**config.mk**
```make
export PLATFORM = sky130hd
export DESIGN_NAME = fuec_stream_decoder
export DESIGN_NICKNAME = d
export VERILOG_FILES = /design/src/rtl/fuec_stream_decoder.sv
export SDC_FILE = /design/constraint.sdc
export NUM_CORES = 1
export LEC_CHECK = 0
export CAP_MARGIN = 20
export CORE_ASPECT_RATIO = 0.75
export CORE_MARGIN = 2
export CORE_UTILIZATION = 50
export DETAILED_ROUTE_END_ITERATION = 10
export PLACE_DENSITY_LB_ADDON = 0.08
export REMOVE_ABC_BUFFERS = 1
export SETUP_SLACK_MARGIN = 0.1
export SLEW_MARGIN = 5
export SYNTH_ARGS = -nofsm -noshare
export SYNTH_HDL_FRONTEND = slang
export SYNTH_SLANG_ARGS = --single-unit
```
**constraint.sdc**
```tcl
create_clock -name clk -period 3 [get_ports clk]
set_input_delay 0.3 -clock clk [delete_from_list [all_inputs] [get_ports clk]]
set_output_delay 0.3 -clock clk [all_outputs]
set_load 0.005 [all_outputs]
```
**src/rtl/fuec_stream_decoder.sv**
```systemverilog
// Two-stage valid/ready stream front end for the FUEC (12,8) code: per-lane decode,
// redundancy-only error classification, saturating event counters and first-correction capture.

module fuec_encoder_12_8 (
  input  logic [7:0] i_data,
  output logic [3:0] o_red_c
);
  // Redundancy bit j is the parity of the data bits whose H-matrix column has bit j set.
  assign o_red_c[0] = ^(i_data & 8'hCB);
  assign o_red_c[1] = ^(i_data & 8'hD5);
  assign o_red_c[2] = ^(i_data & 8'h66);
  assign o_red_c[3] = ^(i_data & 8'hB8);
endmodule

module fuec_decoder_interface (
  input  logic [11:0] i_cw,
  output logic [7:0]  o_data_dec_c,
  output logic [7:0]  o_pos_error_c
);
  logic [3:0] w_parity;
  logic [3:0] w_syn;

  fuec_encoder_12_8 u_enc (
    .i_data  (i_cw[7:0]),
    .o_red_c (w_parity)
  );

  assign w_syn = w_parity ^ i_cw[11:8];

  // Weight-1 syndromes point at a redundancy bit and leave the data untouched.
  always_comb begin
    o_pos_error_c = '0;
    case (w_syn)
      4'h3:    o_pos_error_c[0] = 1'b1;
      4'h5:    o_pos_error_c[1] = 1'b1;
      4'h6:    o_pos_error_c[2] = 1'b1;
      4'h9:    o_pos_error_c[3] = 1'b1;
      4'hA:    o_pos_error_c[4] = 1'b1;
      4'hC:    o_pos_error_c[5] = 1'b1;
      4'h7:    o_pos_error_c[6] = 1'b1;
      4'hB:    o_pos_error_c[7] = 1'b1;
      default: o_pos_error_c = '0;
    endcase
  end

  assign o_data_dec_c = i_cw[7:0] ^ o_pos_error_c;
endmodule

module fuec_stream_decoder #(
  parameter  int unsigned LANES  = 4,
  parameter  int unsigned CNT_W  = 16,
  localparam int unsigned LANE_W = (LANES > 1) ? $clog2(LANES) : 1
) (
  input  logic                  clk,
  input  logic                  rst_n,
  input  logic                  in_valid,
  output logic                  in_ready,
  input  logic [12*LANES-1:0]   in_cw,
  output logic                  out_valid,
  input  logic                  out_ready,
  output logic [8*LANES-1:0]    out_data,
  output logic [8*LANES-1:0]    out_pos,
  output logic [LANES-1:0]      out_corr,
  output logic [LANES-1:0]      out_red_err,
  input  logic                  clr_cnt,
  output logic [CNT_W-1:0]      corr_cnt,
  output logic [CNT_W-1:0]      red_cnt,
  output logic                  cap_valid,
  output logic [LANE_W-1:0]     cap_lane,
  output logic [7:0]            cap_pos
);
  localparam int unsigned CW_W  = 12 * LANES;
  localparam int unsigned D_W   = 8 * LANES;
  localparam int unsigned SUM_W = CNT_W + 5;
  localparam logic [SUM_W-1:0] CNT_MAX = SUM_W'((64'd1 << CNT_W) - 64'd1);

  logic              r_s1_v;
  logic [CW_W-1:0]   r_s1_cw;
  logic              r_s2_v;
  logic [D_W-1:0]    r_out_data;
  logic [D_W-1:0]    r_out_pos;
  logic [LANES-1:0]  r_out_corr;
  logic [LANES-1:0]  r_out_red_err;
  logic [CNT_W-1:0]  r_corr_cnt;
  logic [CNT_W-1:0]  r_red_cnt;
  logic              r_cap_valid;
  logic [LANE_W-1:0] r_cap_lane;
  logic [7:0]        r_cap_pos;

  logic              w_s2_load;
  logic              w_s1_adv;
  logic              w_s1_load;
  logic              w_hs;
  logic [D_W-1:0]    w_dec_data;
  logic [D_W-1:0]    w_dec_pos;
  logic [LANES-1:0]  w_corr;
  logic [LANES-1:0]  w_red_err;
  logic [SUM_W-1:0]  w_corr_sum;
  logic [SUM_W-1:0]  w_red_sum;
  logic [CNT_W-1:0]  w_corr_next;
  logic [CNT_W-1:0]  w_red_next;
  logic [LANE_W-1:0] w_first_lane;
  logic [7:0]        w_first_pos;

  function automatic logic [4:0] popcount(input logic [LANES-1:0] v);
    logic [4:0] n;
    n = '0;
    for (int i = 0; i < int'(LANES); i++) n = n + 5'(v[i]);
    return n;
  endfunction

  assign w_s2_load = !r_s2_v || out_ready;
  assign w_s1_adv  = r_s1_v && w_s2_load;
  assign w_s1_load = !r_s1_v || w_s1_adv;
  assign w_hs      = r_s2_v && out_ready;
  assign in_ready  = rst_n && w_s1_load;

  // Per-lane decode of S1 plus re-encode of the corrected data to expose parity-only errors.
  for (genvar k = 0; k < int'(LANES); k++) begin : g_lane
    logic [3:0] w_reenc;

    fuec_decoder_interface u_dec (
      .i_cw          (r_s1_cw[12*k +: 12]),
      .o_data_dec_c  (w_dec_data[8*k +: 8]),
      .o_pos_error_c (w_dec_pos[8*k +: 8])
    );

    fuec_encoder_12_8 u_reenc (
      .i_data  (w_dec_data[8*k +: 8]),
      .o_red_c (w_reenc)
    );

    assign w_corr[k]    = |w_dec_pos[8*k +: 8];
    assign w_red_err[k] = !w_corr[k] && (w_reenc != r_s1_cw[12*k+8 +: 4]);
  end

  assign w_corr_sum  = SUM_W'(r_corr_cnt) + SUM_W'(popcount(r_out_corr));
  assign w_red_sum   = SUM_W'(r_red_cnt) + SUM_W'(popcount(r_out_red_err));
  assign w_corr_next = (w_corr_sum > CNT_MAX) ? CNT_W'(CNT_MAX) : CNT_W'(w_corr_sum);
  assign w_red_next  = (w_red_sum > CNT_MAX) ? CNT_W'(CNT_MAX) : CNT_W'(w_red_sum);

  // Scan from the top so the lowest corrected lane is the one that sticks.
  always_comb begin
    w_first_lane = '0;
    w_first_pos  = '0;
    for (int k = int'(LANES) - 1; k >= 0; k--) begin
      if (r_out_corr[k]) begin
        w_first_lane = LANE_W'(k);
        w_first_pos  = r_out_pos[8*k +: 8];
      end
    end
  end

  always_ff @(posedge clk) begin
    if (!rst_n) begin
      r_s1_v        <= 1'b0;
      r_s1_cw       <= '0;
      r_s2_v        <= 1'b0;
      r_out_data    <= '0;
      r_out_pos     <= '0;
      r_out_corr    <= '0;
      r_out_red_err <= '0;
      r_corr_cnt    <= '0;
      r_red_cnt     <= '0;
      r_cap_valid   <= 1'b0;
      r_cap_lane    <= '0;
      r_cap_pos     <= '0;
    end else begin
      if (w_s1_load) begin
        r_s1_v <= in_valid;
        if (in_valid) r_s1_cw <= in_cw;
      end
      if (w_s2_load) begin
        r_s2_v <= r_s1_v;
        if (r_s1_v) begin
          r_out_data    <= w_dec_data;
          r_out_pos     <= w_dec_pos;
          r_out_corr    <= w_corr;
          r_out_red_err <= w_red_err;
        end
      end
      // A clear on the handshake edge discards that beat's statistics.
      if (clr_cnt) begin
        r_corr_cnt  <= '0;
        r_red_cnt   <= '0;
        r_cap_valid <= 1'b0;
        r_cap_lane  <= '0;
        r_cap_pos   <= '0;
      end else if (w_hs) begin
        r_corr_cnt <= w_corr_next;
        r_red_cnt  <= w_red_next;
        if (!r_cap_valid && |r_out_corr) begin
          r_cap_valid <= 1'b1;
          r_cap_lane  <= w_first_lane;
          r_cap_pos   <= w_first_pos;
        end
      end
    end
  end

  assign out_valid   = r_s2_v;
  assign out_data    = r_out_data;
  assign out_pos     = r_out_pos;
  assign out_corr    = r_out_corr;
  assign out_red_err = r_out_red_err;
  assign corr_cnt    = r_corr_cnt;
  assign red_cnt     = r_red_cnt;
  assign cap_valid   = r_cap_valid;
  assign cap_lane    = r_cap_lane;
  assign cap_pos     = r_cap_pos;
endmodule

```
# --- Word-level counts from Yosys, hierarchy flattened ---
# Index checks and enable logic that the tools add are counted.
word_totals:
  register_bits: 165
  inputBits: 53
  out_inout_bits: 117
  elab_cells: 167
op_classes:
  add_sub_neg: 8
  magnitude_cmp: 2
  eq_ne: 36
  mux: 42
  bitwise_logic: 9
  reduce_logical: 58
op_table:
  columns: ["operator", "n"]
  rows:
  - ["parity 8 bit", 32]
  - ["equality test 4 bit, second input constant", 16]
  - ["equality test 4 x 3 -> 1 bit, second input constant", 12]
  - ["adder 16 x 4 -> 17 bit", 2]
  - ["greater-than comparator 17 x 16 -> 1 bit, second input constant", 2]
  - ["2-to-1 mux 1 bit", 32]
  - ["2-to-1 mux 16 bit", 2]
  - ["2-to-1 mux 8 bit", 4]
  - ["OR reduction 8 bit", 4]
  - ["bitwise XOR 8 bit", 4]
  - ["equality test 4 x 2 -> 1 bit, second input constant", 4]
  - ["!= test 4 bit", 4]
  - ["bitwise XOR 4 bit", 4]
  - ["adder 3 x 1 -> 4 bit", 2]
  - ["logical AND 1 bit", 8]
  - ["2-to-1 mux 2 bit", 4]
  - ["logical NOT 1 bit", 7]
  - ["adder 2 x 1 -> 3 bit", 2]
  - ["AND reduction 2 bit", 3]
  - ["adder 1 x 1 -> 2 bit", 2]
  - ["OR reduction 4 bit", 1]
  - ["logical OR 1 bit", 2]
  - ["OR reduction 2 bit", 1]
  - ["NOT 1 bit", 1]

# --- Longest topological paths before layout ---
depth:
  depth_word: 8
  ltp_mapped: 11
  depth_no_buf: 11

# --- Modules after synthesis ---
# A second synthesis with hierarchy kept.
hier_totals:
  cells_unflattened: 1055
  hier_area_um2: 9061.2
by_module_without_submodules:
  columns: ["mod", "n_inst", "cells_each", "area_per_inst_um2"]
  rows:
  - ["fuec_stream_decoder", 1, 851, 7064.3]
  - ["fuec_decoder_interface", 4, 31, 254.0]
  - ["fuec_encoder_12_8", 8, 10, 122.6]

# --- Worst setup path before layout ---
# Ideal clock, no wire load.
synth_timing:
  kind: "reg2reg"
  startpoint: "register r_out_red_err[0], in the netlist out_red_err[0]"
  endpoint: "register r_red_cnt[14], in the netlist red_cnt[14]"
  setup_ps: 127
  arrival_time_ps: 2572
  required_ps: 2873
  setup_slack_ps: 301
  stages_incl_launch_ff: 12
  path_buffers: 0
  synth_period_minus_slack_ps: 2699
  cell_sequence: "dfxtp_1 > fa_1 > inv_1 > fa_1 > inv_1 > fa_1 > nand3_1 > nor2_1 > nor3b_1 > nand3_1 > nor3b_1 > nor3_1"
synth_between:
  elab_chain_cells: 6
synth_lines:
  columns: ["item", "line_no", "rtl"]
  rows:
  - ["start: declaration", "83", "logic [LANES-1:0] r_out_red_err;"]
  - ["start signal: assignment", "179", "r_out_red_err <= w_red_err;"]
  - ["adder 1 x 1 -> 2 bit *", "108", "for (int i = 0; i < int'(LANES); i++) n = n + 5'(v[i]);"]
  - ["adder 2 x 1 -> 3 bit *", "108", null]
  - ["adder 3 x 1 -> 4 bit *", "108", null]
  - ["adder 16 x 4 -> 17 bit *", "138", "assign w_red_sum = SUM_W'(r_red_cnt) + SUM_W'(popcount(r_out_red_err));"]
  - ["greater-than comparator 17 x 16 -> 1 bit", "140", "assign w_red_next = (w_red_sum > CNT_MAX) ? CNT_W'(CNT_MAX) : CNT_W'(w_red_sum);"]
  - ["2-to-1 mux 16 bit *", "140", null]
  - ["end signal: assignment", "191", "r_red_cnt <= w_red_next;"]
  - ["end: declaration", "85", "logic [CNT_W-1:0] r_red_cnt;"]
# Every way passes the cells marked *; elsewhere a longest branch is shown, timed or not.
# A chain may end at the register's enable or synchronous reset.

# --- Final worst setup path ---
layout_timing:
  startpoint: "register r_out_red_err[0], in the netlist out_red_err[0]"
  endpoint: "register r_red_cnt[2], in the netlist red_cnt[2]"
# Same word-level chain as after synthesis.

==> impl_metrics.json <==
{
  "die_w_um": 151,
  "fin_crit_ns": 2.70,
  "yosysSeqAreaShare_pct": 40.8,
  "worstPathMaxFanout": 8,
  "syn_to_final_growth_pct": 31.1,
  "antenna_found_initial": 0,
  "timing.final.crit_share_pct": 89.9,
  "drt_iter0_drc": 390,
  "cp_slowest_cell": "fa_1",
  "grt_max_degree": 50,
  "drive_gt1_share_pct": 7.21,
  "clk_latency_ns": 0.43,
  "syn_inst": 951,
  "synth.distinct_cells": 54,
  "ctsHoldBuffers": 0,
  "ant_nets": 0,
  "timing.hold.ws_ns": 0.411,
  "finalSetupTns_ns": 0,
  "critPathCapture": "red_cnt[2]",
  "grt_pass1_vias": 6554,
  "ios": 170,
  "synth_edf_count": 0,
  "coreArea_sq_um": 15900,
  "setup_ws_ns": 0.302,
  "place_congestion": 0.912,
  "worst_pin_slew_ns": 0.939,
  "crit_family": "adder cells",
  "hp-class": "in -> reg",
  "maxCapViolCount": 0,
  "crit_required_ns": 3.36,
  "cts_made_buffers": 17,
  "antenna_cells": 0,
  "ff2ff_setup_slack_ns": 0.30,
  "grt_overflow": 0,
  "viasPerCell": 5.41,
  "slowest_delay_ns": 0.54,
  "ys_warn_count": 0,
  "crit_type": "reg -> reg",
  "hold_viol": 0,
  "p_leak_nw": 3.86,
  "tritoncts": "built",
  "post-route-drc-count": 0,
  "powerDensity_nw_per_um2": 551,
  "cp_cell_sequence": "fa_1 > inv_1 > fa_1 > inv_1 > fa_1 > nand3_2 > nor2_4 > nor3b_2 > buf_4 > nand2_1 > a21oi_1",
  "path_clk_slew_ns": 0.06,
  "status": "finished, final reports clean",
  "rsz0062_at_grt": "no",
  "synthArstFlopShare_pct": 0,
  "finClkSkew_ns": 0.00738,
  "r2r_cells": 11,
  "initial_core_util_pct": 50.9,
  "vias": 7213,
  "drt_wl_total_um": 21800,
  "regToRegStartpoint": "out_red_err[0]",
  "slew_headroom_pct": 37.4,
  "synth-seq-cells": 165,
  "syn_area_per_cell_sq_um": 8.51,
  "synth_area_sq_um": 8100,
  "ir_drop_mv": 0.387,
  "num_rows": 40,
  "cts_max_level": 4,
  "cp.arrival_ns": 3.06,
  "startpoint": "out_red_err[0]",
  "drt-wirelength-per-cell_um": 16.3,
  "pre_cts_slack_ns": 0.185,
  "die-height_um": 114,
  "grt_pass1_wl_um": 34500,
  "timing.critical_path.from_type": "flop",
  "detail_route.first_pass.iterations": 5,
  "cts.sinks": 165,
  "io_buffers": 169,
  "cp.depth": 11,
  "track_usage_pct": 25.7,
  "dieArea_sq_um": 17200,
  "cp_num_buf_inv": 3,
  "dpl.hpwl_um": 15700,
  "final_max_slew_viol_count": 0,
  "fin_nets": 1173,
  "fmax_ghz": 0.371,
  "clock_path_buffers": 2,
  "cp_common_cell": "fa_1",
  "clock-root-buffer": "clkbuf_16",
  "reg2reg_to": "red_cnt[2]",
  "worst_hold_path.num_cells": 3,
  "setup-violations-final": 0,
  "ys.flop_type": "dfxtp_1",
  "end_kind": "flop"
}
-- layer usage --
metal	global-route usage, %	vias up	share of wire [%]
met5	0	-	0
met4	7.04	0	1.6
met3	6.25	25	6.7
met2	37.2	222	43
met1	38.3	3365	49
li1	-	3601	-
-- tightest hold or removal path: cells and delay by family --
family	cells	cell delay, ns
buf+inv	1	0.39
simple gates	1	0.05
compound gates	1	0.05
-- kinds of logic after synthesis --
kind of cell    Yosys count  synth area share (%)
flops                   165                  40.8
xor+xnor                111                  15.9
compound gates          231                  16.4
mux                      13                  1.61
simple gates            357                  20.3
buf+inv                  65                  3.03
fa+ha+maj                 9                  1.95
-- timing repair --
action                                  in CTS  in global routing
setup buffers                                0                  2
gates resized for setup                      0                  5
endpoints found under the setup margin       0                 18
-- area by class of cell --
type,count,area (sq um)
Clock buffer,22,464
Multi-Input combinational cell,721,4580
Sequential cell,165,3300
Clock inverter,9,80.1
Timing Repair Buffer,194,1880
Tap cell,210,263
Inverter,12,45.0
Fill cell,1349,5300
-- registers in the layout, summed over array words and instances, names as in the netlist --
name and count:
r_s1_cw 48, out_data 32, out_pos 32, corr_cnt 16, red_cnt 16, cap_pos 8
out_corr 4, out_red_err 4, cap_lane 2, cap_valid 1, out_valid 1, r_s1_v 1
-- cells in the final DEF, fill, tap and decap left out, types with 4 or more instances in the layout --
master             n
clkinv_2           4
clkbuf_16         17
fa_1               6
xor2_1            27
nand4_1            8
buf_4             25
xnor2_2            6
nor2b_1            7
nor3_1            20
nand2_1          175
a21oi_1          130
xnor3_1           13
o21ai_0           40
mux2i_1           13
a211oi_1          27
nand2b_1           8
and4_1             5
nor2_1            76
and3_1            12
inv_1             10
nor4_2             6
a31oi_1            9
clkdlybuf4s50_1  169
dfxtp_1          165
clkinvlp_4         4
nor3b_1            4
a32o_1             4
xnor2_1           58
nand3_1           17
-- cells in the mapped netlist, types with 6 or more instances --
master	instances	area, sq um
a211oi_1	27	203
a21oi_1	130	651
a31oi_1	9	56.3
and3_1	12	75.1
clkbuf_1	47	176
dfxtp_1	165	3300
fa_1	6	120
inv_1	11	41.3
mux2i_1	13	130
nand2_1	175	657
nand2b_1	8	50.1
nand3_1	18	90.1
nand4_1	8	50.1
nor2_1	78	293
nor2b_1	8	50.1
nor3_1	20	100
nor4_2	6	75.1
o21ai_0	40	200
xnor2_1	58	508
xnor2_2	6	97.6
xnor3_1	13	293
xor2_1	27	236
-- worst min-delay path by stage --
stage | from | end | slack, ns
floorplan | in_valid | r_s1_v | 0.42
global placement | r_s1_cw[35] | r_s1_cw[35] | 0.45
finish | in_cw[40] | r_s1_cw[40] | 0.41
global route | in_cw[32] | r_s1_cw[32] | 0.40
CTS | in_cw[40] | r_s1_cw[40] | 0.40
detailed placement | r_s1_cw[34] | r_s1_cw[34] | 0.45
-- power by group --
part           total (W)  switching, W  leakage [nW]  internal (W)
clock network    0.00205      0.000877         0.258       0.00117
registers        0.00239     0.0000948          1.35       0.00230
logic            0.00141      0.000767          2.26      0.000641
total            0.00585       0.00174          3.86       0.00411
-- through the flow --
stage / power [W] / cells / util (%) / area, sq um
final: 0.00585 / 1333 / 66.7 / 10600
after global routing: 0.00612 / 1333 / 66.7 / 10600
after CTS: 0.00586 / 1331 / 66.5 / 10600
after detailed placement: 0.00383 / 1300 / 63.0 / 10000
after global placement: 0.00382 / 1300 / 63.0 / 10000
after floorplan: 0.00333 / 898 / - / 7900
No activity file was read; power rests on OpenSTA's default activity.
